===== src/rtl/lv_bist_seq.sv =====
// LV power-on self-test sequencer: analog BIST window, verdict check, then logic BIST,
// each timeout-guarded with whole-attempt retries. Every output is registered.
module lv_bist_seq #(
    parameter int CLK_M        = 48,
    parameter int ABIST_TMO_US = 100,
    parameter int LBIST_TMO_US = 500,
    parameter int SETTLE_CYC   = 4,
    parameter int RETRY_MAX    = 1
) (
    input  logic       i_clk,
    input  logic       i_rst,
    input  logic       i_bist_req,
    input  logic       i_abort,
    output logic       o_abist_en,
    input  logic       i_abist_win_dn,
    input  logic       i_abist_fail,
    output logic       o_lbist_start,
    input  logic       i_lbist_done,
    input  logic       i_lbist_fail,
    output logic       o_busy,
    output logic       o_bist_done,
    output logic       o_bist_pass,
    output logic [2:0] o_fail_code,
    output logic [1:0] o_retry_cnt
);
    localparam int A_CYC   = ABIST_TMO_US * CLK_M;
    localparam int L_CYC   = LBIST_TMO_US * CLK_M;
    localparam int MAX_CYC = (A_CYC > L_CYC) ? A_CYC : L_CYC;
    localparam int TW      = $clog2(MAX_CYC + 1);
    localparam int RCW     = $clog2(RETRY_MAX + 2);

    localparam logic [TW-1:0] A_LAST = TW'(A_CYC - 1);
    localparam logic [TW-1:0] L_LAST = TW'(L_CYC - 1);
    localparam logic [TW-1:0] S_LAST = TW'(SETTLE_CYC - 1);

    localparam logic [2:0] FC_NONE = 3'd0;
    localparam logic [2:0] FC_AFAIL = 3'd1;
    localparam logic [2:0] FC_ATMO = 3'd2;
    localparam logic [2:0] FC_LFAIL = 3'd3;
    localparam logic [2:0] FC_LTMO = 3'd4;

    typedef enum logic [2:0] {
        S_IDLE, S_ABIST, S_ACHK, S_LBIST, S_COOL, S_DONE
    } state_t;

    state_t          state, state_nx;
    logic            req_d, start, fail;
    logic [TW-1:0]   tmo_cnt;
    logic [2:0]      fcode, code_nx;
    logic [RCW-1:0]  retry_cnt, retry_nx;

    // Internal retry count is wide enough for RETRY_MAX; the reported value saturates at 3.
    function automatic logic [1:0] sat2(input logic [RCW-1:0] v);
        return (int'(v) > 3) ? 2'd3 : 2'(int'(v));
    endfunction

    always_comb begin
        start    = i_bist_req & ~req_d;
        state_nx = state;
        code_nx  = o_fail_code;
        retry_nx = retry_cnt;
        fail     = 1'b0;
        fcode    = FC_NONE;
        case (state)
            S_IDLE, S_DONE: begin
                if (start) begin
                    state_nx = S_ABIST;
                    code_nx  = FC_NONE;
                    retry_nx = '0;
                end
            end
            S_ABIST: begin
                if (i_abist_win_dn) begin
                    state_nx = S_ACHK;
                end else if (tmo_cnt == A_LAST) begin
                    fail  = 1'b1;
                    fcode = FC_ATMO;
                end
            end
            S_ACHK: begin
                if (tmo_cnt == S_LAST) begin
                    if (i_abist_fail) begin
                        fail  = 1'b1;
                        fcode = FC_AFAIL;
                    end else begin
                        state_nx = S_LBIST;
                    end
                end
            end
            S_LBIST: begin
                // done is checked first so it wins over a coincident timeout
                if (i_lbist_done) begin
                    if (i_lbist_fail) begin
                        fail  = 1'b1;
                        fcode = FC_LFAIL;
                    end else begin
                        state_nx = S_DONE;
                        code_nx  = FC_NONE;
                    end
                end else if (tmo_cnt == L_LAST) begin
                    fail  = 1'b1;
                    fcode = FC_LTMO;
                end
            end
            S_COOL: begin
                if (tmo_cnt == S_LAST) state_nx = S_ABIST;
            end
            default: state_nx = S_IDLE;
        endcase

        if (fail) begin
            code_nx = fcode;
            if (int'(retry_cnt) < RETRY_MAX) begin
                retry_nx = retry_cnt + RCW'(1);
                state_nx = S_COOL;
            end else begin
                state_nx = S_DONE;
            end
        end

        if (i_abort) begin
            state_nx = S_IDLE;
            code_nx  = FC_NONE;
            retry_nx = '0;
        end
    end

    always_ff @(posedge i_clk or posedge i_rst) begin
        if (i_rst) begin
            state         <= S_IDLE;
            req_d         <= 1'b0;
            tmo_cnt       <= '0;
            retry_cnt     <= '0;
            o_abist_en    <= 1'b0;
            o_lbist_start <= 1'b0;
            o_busy        <= 1'b0;
            o_bist_done   <= 1'b0;
            o_bist_pass   <= 1'b0;
            o_fail_code   <= FC_NONE;
            o_retry_cnt   <= 2'd0;
        end else begin
            state     <= state_nx;
            req_d     <= i_bist_req;
            retry_cnt <= retry_nx;
            // One counter serves both timeouts and settle waits; it restarts on every state change.
            if (state_nx != state || state == S_IDLE || state == S_DONE)
                tmo_cnt <= '0;
            else
                tmo_cnt <= tmo_cnt + TW'(1);
            o_abist_en    <= (state_nx == S_ABIST) || (state_nx == S_ACHK);
            o_lbist_start <= (state_nx == S_LBIST) && (state != S_LBIST);
            o_busy        <= (state_nx != S_IDLE) && (state_nx != S_DONE);
            o_bist_done   <= (state_nx == S_DONE);
            o_bist_pass   <= (state_nx == S_DONE) && (code_nx == FC_NONE);
            o_fail_code   <= code_nx;
            o_retry_cnt   <= sat2(retry_nx);
        end
    end

endmodule


===== config.mk =====
export PLATFORM = sky130hd
export DESIGN_NAME = lv_bist_seq
export DESIGN_NICKNAME = d
export VERILOG_FILES = /design/src/rtl/lv_bist_seq.sv
export SDC_FILE = /design/constraint.sdc
export NUM_CORES = 1
export LEC_CHECK = 0
export CAP_MARGIN = 20
export CORE_ASPECT_RATIO = 1.75
export CORE_MARGIN = 2
export CORE_UTILIZATION = 56
export DETAILED_ROUTE_END_ITERATION = 10
export GPL_TIMING_DRIVEN = 1
export PLACE_DENSITY = 0.79
export SKIP_LAST_GASP = 1
export SLEW_MARGIN = 15
export SYNTH_ARGS = -nofsm -noshare
export SYNTH_HDL_FRONTEND = slang
export SYNTH_SLANG_ARGS = --single-unit

===== constraint.sdc =====
create_clock -name i_clk -period 2.6 [get_ports i_clk]
set_input_delay 0.52 -clock i_clk [delete_from_list [all_inputs] [get_ports i_clk]]
set_output_delay 0.52 -clock i_clk [all_outputs]
set_load 0.03 [all_outputs]

==> metrics.md <==
| Metric | Value |
|---|---|
| Status | complete, no violations |
| Period utilisation layout | 94.1% |
| Layout fillers | 234 |
| Largest net degree at the start of global routing | 30 |
| Die height | between 70 and 80 um |
| FF-to-FF path depth | 8 |
| Top cell type by total area after synthesis | dfrtp_1 |
| Crit path kind | input port to flip-flop |
| DP Wirelength | 3.40 mm |
| Worst min-delay path startpoint | tmo_cnt[0] |
| Detailed-route wire length | roughly 4.5 mm |
| Clock tree buffer depth | 2 |
| Drt first pass iters | 4 |
| F_max | 409 MHz |
| CP max stage delay | roughly 430 ps |
| CTS tree | done |
| Post-cts sizing count | 0 |
| Pre-CTS setup slack | -54.4 ps |
| RSZ-0062 raised after global routing | false |
| Boundary Pins | 18 |
| Setup slack after layout | 154 ps |
| Chip Width | 46.1 um |
| Area contributors post-synth | dfrtp_1 42%, nor3_2 5.2%, xnor2_1 3.5% |
| Vias in the first global route | 1624 |
| Post-Syn Area | 0.00174 mm2 |
| Kind of launch point of the worst setup path | input port |
| Syn-to-layout area delta | 26.4% |
| Fin Clk Skew | about 4.3 ps |
| Synth Warn # | 0 |
| Power per cell area | 512 mW/mm2 |
| Number of diodes | 0 |
| GP Congestion | 0.986 |
| Peak VDD IR | around 0.47 mV |
| FP Rows | 26 |
| Clock slew at reported path FFs | 60 ps |
| Syn_nets | between 150 and 200 |
| Top FF cell, synth | dfrtp_1 |
| Initial antenna violation count | 0 |
| Mean Syn Cell Area | approximately 9.6 um2 |
| Root buf cell | clkbuf_8 |
| Core area | 0.00293 mm2 |
| Clk_lat worst skew | 280 ps |
| Slew @ Worst Pin | 393 ps |
| Critical R2R Launch | tmo_cnt[0] |
| Slew HR | 73.7% |
| Post-synthesis cell type count | 48 |
| Post-Syn Instances | 180 |
| Reg area | slightly above 700 um2 |
| Asr flop ratio synth | 100% |
| Flop-to-flop setup slack | 250 ps |
| DR WL/cell | about 18 um |
| Synthesis-stage register bit count | 29 |
| Worst-path cell chain | clkdlybuf4s50_1, and4bb_2, nand3_1, buf_4, a21oi_2, o21ai_2, a311o_1, buf_12, nor3_1 |
| Postcts setup bufs | 0 |
| Clock Sink Count | 29 |
| Hold_buf cts | 0 |
| Final Setup Violations | 0 |
| H-tree depth | 2 |
| Critical Path AT | 2640 ps |
| Via count | ~1500 |
| Fin. Hold Viols | 0 |
| Number of synthesized flops with an enable pin | 0 |
| Initial Util | 59.3% |
| Share of the synthesized area in the top cell type | 41.8% |
| Layout cells sized above 1 | 20.1% |
| Worst r2r dst | tmo_cnt[4] |
| Setup TNS Final | 0 ps |
| Die ar. | 0.00358 mm2 |
| CP max-delay cell | clkdlybuf4s50_1 |
| Max-cap viol count | 0 |
| IO buf count | 17 |
| CP endpoint kind | flip-flop |
| GR Overflow Total | 0 |
| Global-route wire length before repair | between 7 and 8 mm |
| Sequential area share after synthesis | 41.8% |
| Worst-path fanout max | 15 |
| LEAKAGE | 0.922 nW |
| Hold Path Class | flip-flop to flip-flop |
| Vias/cell | 6.18 |
| CTS Buf Count | 5 |
| GRT Resource Usage Total | 29.0% |
| Remaining antenna violation count after routing | 0 |
| Crit path required time | 2790 ps |
| Tmin final | 2450 ps |
| Drt drc | 0 |
| Power Total | around 0.0011 W |
| 1st-iter DRT viols | 54 |
| Max Slew Vio Count | 0 |
| Area of the multi-input gates | ~940 um2 |
| Fin nets | roughly 230 |
| Sink of the worst hold path | tmo_cnt[0] |
| Hold Path Cell Cnt | 1 |
==> synth_stat cells (all sizes together), types with 3 or more instances <==
library cell,count
dfrtp,29
nor3,16
a21oi,12
nand3,12
nand2,11
nor2,11
and3,7
inv,7
xnor2,7
and2,6
xor2,6
nand4,5
buf,4
nand2b,4
nor2b,4
o21a,3
o21ai,3
==> registers in the layout (all words and copies together) (netlist names) <==
name and cells:
o_abist_en 1, o_bist_done 1, o_bist_pass 1, o_busy 1, o_fail_code 3, o_lbist_start 1
req_d 1, retry_cnt 2, state 3, tmo_cnt 15
==> worst max-delay path, delay by kind of cell <==
| family | cells | cell delay, ps |
|---|---|---|
| simple gates | 3 | 660 |
| buf+inv | 3 | 800 |
| compound gates | 3 | 650 |
==> power breakdown <==
part           switching, W  internal (W)
logic             0.0000938     0.0000726
clock network      0.000174      0.000312
registers        0.00000944      0.000462
==> final cells by class <==
cell class	instances	area share (%)
inverter	7	1.20
clock inverter	1	1.37
timing repair buffer	37	15.7
clock buffer	7	3.94
tap	28	1.60
multi-input combinational	138	43.1
sequential	29	33.1
==> cells by family (layout without fill, tap and decap cells) <==
kind of cell / after synthesis / count (layout) / share of synthesized area (%)
muxes: 1 / 1 / 0.577
xor gates and xnor gates: 13 / 13 / 6.56
and+or+nand+nor: 88 / 88 / 32.1
AOI/OAI and AO/OA: 34 / 34 / 13.8
adders and majority gates: 2 / 2 / 1.44
DFF: 29 / 29 / 41.8
buffers and inverters: 13 / 52 / 3.75
==> per-layer routing <==
metal / vias to the layer above / global-route usage, % / part of all wire [%]
met2: 38 / 52.2 / 58
met3: 13 / 5.35 / 3.1
met1: 742 / 31.3 / 37
li1: 733 / - / -
met5: - / 0 / 0
met4: 0 / 10.3 / 2.4
==> layout by cell type, fill, tap and decap left out, types with 3 or more instances in the layout <==
cell	Yosys	layout
dfrtp_1	29	29
buf_4	2	18
clkdlybuf4s50_1	0	17
nand3_1	12	12
a21oi_1	11	11
nand2_1	11	11
nor2_1	11	11
nor3_2	9	9
inv_1	7	7
nor3_1	7	7
and3_1	7	7
xnor2_1	7	7
and2_1	6	6
xor2_1	6	6
clkbuf_8	0	6
nand4_1	5	5
nor2b_1	4	4
nand2b_1	4	4
o21a_1	3	3
==> metrics by stage <==
step                instance area [um2]  std cells  utilization [%]  hold WS (ps)
CTS                                2190        247             74.9           498
global route                       2190        247             74.9           529
global placement                   2080        239             70.9           483
floorplan                          1740        180                -           470
detailed placement                 2080        239             70.9           485
finish                             2190        247             74.9           495
==> worst max-delay path by stage <==
stage             endpoint           start  cells after the start  slack (ps)
3_3_place_gp    tmo_cnt[3]  i_abist_win_dn                      9         0.5
2_1_floorplan  tmo_cnt[10]      tmo_cnt[0]                      8         510
3_5_place_dp    tmo_cnt[4]  i_abist_win_dn                      9         -50
4_1_cts         tmo_cnt[4]  i_abist_win_dn                      9         170
5_1_grt         tmo_cnt[4]      tmo_cnt[0]                      8          20
6_report        tmo_cnt[4]  i_abist_win_dn                      9         150
Note: power is estimated with default switching activity, not from simulation.
